==> config.mk <==
export PLATFORM = sky130hd
export DESIGN_NAME = core_rd_arbiter
export DESIGN_NICKNAME = d
export VERILOG_FILES = /design/src/rtl/core_rd_arbiter.sv
export SDC_FILE = /design/constraint.sdc
export NUM_CORES = 1
export LEC_CHECK = 0
export BUFFER_PORTS_ARGS = -buffer_cell sky130_fd_sc_hd__buf_2
export CORE_AREA = 2 2 83 85
export CTS_BUF_LIST = sky130_fd_sc_hd__clkbuf_16
export CTS_CLUSTER_SIZE = 10
export DETAILED_ROUTE_END_ITERATION = 7
export DIE_AREA = 0 0 85 87
export GPL_TIMING_DRIVEN = 1
export PLACE_DENSITY_LB_ADDON = 0.25
export SLEW_MARGIN = 20
export SYNTH_ARGS = -nofsm -noshare
export SYNTH_HDL_FRONTEND = slang
export SYNTH_SLANG_ARGS = --single-unit
==> constraint.sdc <==
create_clock -name CLK -period 4.4 [get_ports CLK]
set_clock_uncertainty 0.15 [all_clocks]
set_input_delay 0.88 -clock CLK [delete_from_list [all_inputs] [get_ports CLK]]
set_output_delay 0.88 -clock CLK [all_outputs]
set_load 0.01 [all_outputs]
==> src/rtl/core_rd_arbiter.sv <==
// Shared AXI4-Lite read port arbiter for instruction fetch and data loads.
// One outstanding transaction; R beats are returned to the granted side only.
module core_rd_arbiter #(
  parameter int AXI_AWIDTH = 32,
  parameter int AXI_DWIDTH = 32,
  parameter int FIXED_PRIO = 0
) (
  input  logic                  CLK,
  input  logic                  NRST,
  input  logic [AXI_AWIDTH-1:0] IM_ARADDR,
  input  logic                  IM_ARVALID,
  output logic                  IM_ARREADY,
  output logic [AXI_DWIDTH-1:0] IM_RDATA,
  output logic [1:0]            IM_RRESP,
  output logic                  IM_RVALID,
  input  logic                  IM_RREADY,
  input  logic [AXI_AWIDTH-1:0] DM_ARADDR,
  input  logic                  DM_ARVALID,
  output logic                  DM_ARREADY,
  output logic [AXI_DWIDTH-1:0] DM_RDATA,
  output logic [1:0]            DM_RRESP,
  output logic                  DM_RVALID,
  input  logic                  DM_RREADY,
  output logic [AXI_AWIDTH-1:0] M_ARADDR,
  output logic                  M_ARVALID,
  input  logic                  M_ARREADY,
  input  logic [AXI_DWIDTH-1:0] M_RDATA,
  input  logic [1:0]            M_RRESP,
  input  logic                  M_RVALID,
  output logic                  M_RREADY
);

  typedef enum logic [1:0] {
    S_IDLE,
    S_ADDR,
    S_DATA
  } state_t;

  state_t                r_state;
  state_t                w_next;
  logic                  r_gnt_dm;
  logic                  r_last_dm;
  logic [AXI_AWIDTH-1:0] r_araddr;
  logic                  w_go;
  logic                  w_pick_dm;
  logic                  w_r_done;

  // NRST gates the request so no ARREADY can leak out while held in reset
  assign w_go = NRST && (IM_ARVALID || DM_ARVALID);

  always_comb begin
    w_pick_dm = DM_ARVALID;
    if (IM_ARVALID && DM_ARVALID) begin
      w_pick_dm = (FIXED_PRIO != 0) ? 1'b1 : !r_last_dm;
    end
  end

  assign w_r_done = (r_state == S_DATA) && M_RVALID && M_RREADY;
  assign M_ARADDR = r_araddr;

  always_ff @(posedge CLK or negedge NRST) begin
    if (!NRST) begin
      r_state   <= S_IDLE;
      r_gnt_dm  <= 1'b0;
      r_last_dm <= 1'b1;
      r_araddr  <= '0;
    end else begin
      r_state <= w_next;
      if ((r_state == S_IDLE) && w_go) begin
        r_gnt_dm <= w_pick_dm;
        r_araddr <= w_pick_dm ? DM_ARADDR : IM_ARADDR;
      end
      if (w_r_done) begin
        r_last_dm <= r_gnt_dm;
      end
    end
  end

  always_comb begin
    w_next     = r_state;
    IM_ARREADY = 1'b0;
    DM_ARREADY = 1'b0;
    M_ARVALID  = 1'b0;
    M_RREADY   = 1'b0;
    IM_RDATA   = '0;
    IM_RRESP   = 2'b00;
    IM_RVALID  = 1'b0;
    DM_RDATA   = '0;
    DM_RRESP   = 2'b00;
    DM_RVALID  = 1'b0;
    unique case (r_state)
      S_IDLE: begin
        if (w_go) begin
          w_next     = S_ADDR;
          IM_ARREADY = !w_pick_dm;
          DM_ARREADY = w_pick_dm;
        end
      end
      S_ADDR: begin
        M_ARVALID = 1'b1;
        if (M_ARREADY) begin
          w_next = S_DATA;
        end
      end
      S_DATA: begin
        if (r_gnt_dm) begin
          DM_RDATA  = M_RDATA;
          DM_RRESP  = M_RRESP;
          DM_RVALID = M_RVALID;
          M_RREADY  = DM_RREADY;
        end else begin
          IM_RDATA  = M_RDATA;
          IM_RRESP  = M_RRESP;
          IM_RVALID = M_RVALID;
          M_RREADY  = IM_RREADY;
        end
        if (M_RVALID && M_RREADY) begin
          w_next = S_IDLE;
        end
      end
      default: w_next = S_IDLE;
    endcase
  end

endmodule

==> qor.yml <==
run_status:
  outcome: "completed"
logic_synthesis:
  yosys_warnings: 0
  async_reset_ff_share_pct: 100
  yosysMostFrequentCell: "and2_1"
  synth_nets: 352
  synth_seq_cells: 36
  postSynthAreaPerCell_um2: 9.08
  yosysTopAreaCellShare_pct: 39.2
  synthTopCellsByArea: "dfrtp_1, and2_1, a221o_1"
  yosysTopAreaCell: "dfrtp_1"
  synth_edf_count: 0
  synth_seq_area_share_pct: 40.4
  synthCells: 246
  netlist_area_um2: 2230
  ys.flop_type: "dfrtp_1"
  synthTopCellsByCount: "and2_1, dfrtp_1, a221o_1, nand2_1, nor3_1"
  synth.distinct_cells: 22
placement:
  place_area_um2: 3300
  portBuffers: 211
  placedCellCount: 520
  gp_congestion: 0.813
  post-place-ws_ns: 1.01
  dp_hpwl_mm: 5.80
global_route:
  grt_pass1_vias: 2441
  antenna_found_initial: 0
  grt_pass1_wl_mm: 11.8
  overflow: 0
  grtUsageTotal_pct: 19.6
  grt_max_degree: 37
power:
  netSwitchingPower_uw: 708
  combPwrFrac_pct: 47.7
  power.density_nw_per_um2: 544
  p_leak_nw: 1.99
  clock_power_share_pct: 21.2
  pwr-share-seq_pct: 31.1
  peakVddDrop_mv: 0.324
  power_mw: 1.89
  intPower_mw: 1.18
  p_sw_share_pct: 37.5
final_layout:
  fill_cells: 637
  final_nets: 553
  final_util_pct: 52.8
  n_antenna_cell: 0
  area_delta_synth_final_pct: 55.3
  drive_gt1_share_pct: 51.6
  instances_no_fill: 528
  final_area_um2: 3470
setup_path:
  critical_path_class: "input pin to output pin"
  cp-start-kind: "input pin"
  crit_required_ns: 3.37
  end_kind: "output pin"
  arrival_ns: 2.38
  critPathMaxFanout: 33
clock_tree:
  cts_buffers: 5
  cts_max_level: 2
  cts-root-buf: "clkbuf_16"
  clkLatencyLatePin_ns: 0.27
  clkSinkCount: 36
  cts_setup_buffers: 0
  cts_tree: "built"
  clk_pin_slew_ns: 0.06
  hold_buffers: 0
  clockBufferDepth: 2
  cts_resized: 0
detailed_routing:
  routedWlPerCell_um: 14.6
  drt_wl_total_mm: 7.70
  drtIter0Drc: 138
  drt-pass1-iter-count: 4
  drc: 0
  ant_nets: 0
  num_vias: 2637
  drt-vias-per-instance: 4.99
timing:
  hold_viol: 0
  rsz0062_at_grt: "no"
  postLayoutSetupSlackWorst_ns: 0.993
  clock.fmax_ghz: 0.294
  post-route-period-util_pct: 77.4
  layout_min_cycle_time_ns: 3.41
  setup_viol_count_final: 0
  slew_viol_final: 0
  tightestPinTransition_ns: 0.825
  slew_headroom_pct: 44.9
  fin_tns_setup_ns: 0
  hold_slack_ns: 0.357
floorplan:
  io_pins: 212
  rows: 30
  fp.dieW_um: 85
  die_area_um2: 7400
  die_y_um: 87
  fp.coreArea_um2: 6570
  start_util_pct: 34.0
worst_hold_path:
  hp-class: "register to register"
job:
  max_cap_viol_count: 0
-- metal layers --
layer / vias to the layer above / part of all wire (%) / global-route usage [%]
li1: 1266 / - / -
met2: 133 / 50 / 33.3
met3: 6 / 8.8 / 4.74
met4: 0 / 1.1 / 5.48
met1: 1232 / 40 / 25.0
met5: - / 0 / 0
-- state kept, by name (all words and copies together), names as in the netlist --
register and count:
r_gnt_dm 1, r_last_dm 1, M_ARADDR 32, r_state 2
-- final cells by class --
type	count	area [um2]	share of cell area, %
clock buffers	5	125	3.60
well taps	80	100	2.88
repair buffers	218	1110	31.9
multi-input cells	183	1180	34.0
flip-flops and latches	36	902	26.0
clock inverters	3	42.5	1.23
inverters	3	11.3	0.324
-- critical path: stages --
cell      delay [ns]
buf_2           0.10
or3b_1          0.36
buf_4           0.23
a211oi_4        0.21
buf_4           0.36
buf_2           0.20
-- power by group through the flow --
stage | Sequential [mW] | Combinational [mW] | Clock [mW]
detailed placement | 0.592 | 0.909 | 0
global route | 0.606 | 0.987 | 0.421
finish | 0.587 | 0.902 | 0.400
global placement | 0.589 | 0.895 | 0
CTS | 0.588 | 0.912 | 0.407
floorplan | 0.645 | 0.487 | 0
-- kinds of logic (layout without fill, tap and decap cells) --
group           after synthesis  count (layout)  synth area share (%)
simple gates                144             144                  34.9
mux                           2               2                 0.952
flops                        36              36                  40.4
compound gates               37              37                  16.9
buf+inv                      27             229                  6.89
-- cells in the final DEF, fill, tap and decap left out, drive strengths merged --
master,Yosys,final
o21ai,1,1
dfrtp,35,35
a221o,32,32
nor3b,2,2
or2b,1,1
bufinv,0,1
or3b,1,1
buf,7,218
inv,3,3
a21oi,1,1
nor3,32,32
nand2b,1,1
clkinvlp,0,1
clkinv,0,1
mux2i,1,1
a211oi,1,1
and2,70,70
o2bb2ai,1,1
nor2,3,3
clkbuf,17,5
dfstp,1,1
mux2,1,1
nor2b,2,2
o21bai,1,1
nand2,32,32
-- path summary, 6_finish.rpt --
kind | depth (start not counted) | startpoint | slack [ns] | to
hold reg to reg | 1 | M_ARADDR[13]$_DFFE_PN0P_ | 0.36 | M_ARADDR[13]$_DFFE_PN0P_
min in group asynchronous | 2 | NRST | 0.53 | M_ARADDR[14]$_DFFE_PN0P_
setup / recovery | 6 | NRST | 0.99 | DM_ARREADY
max in group asynchronous | 2 | NRST | 3.21 | r_last_dm$_DFFE_PN1P_
hold / removal | 1 | M_ARADDR[13]$_DFFE_PN0P_ | 0.36 | M_ARADDR[13]$_DFFE_PN0P_
setup reg to reg | 4 | r_state[1]$_DFFE_PN0P_ | 2.32 | M_ARADDR[21]$_DFFE_PN0P_
No activity file was read; power rests on OpenSTA's default activity.
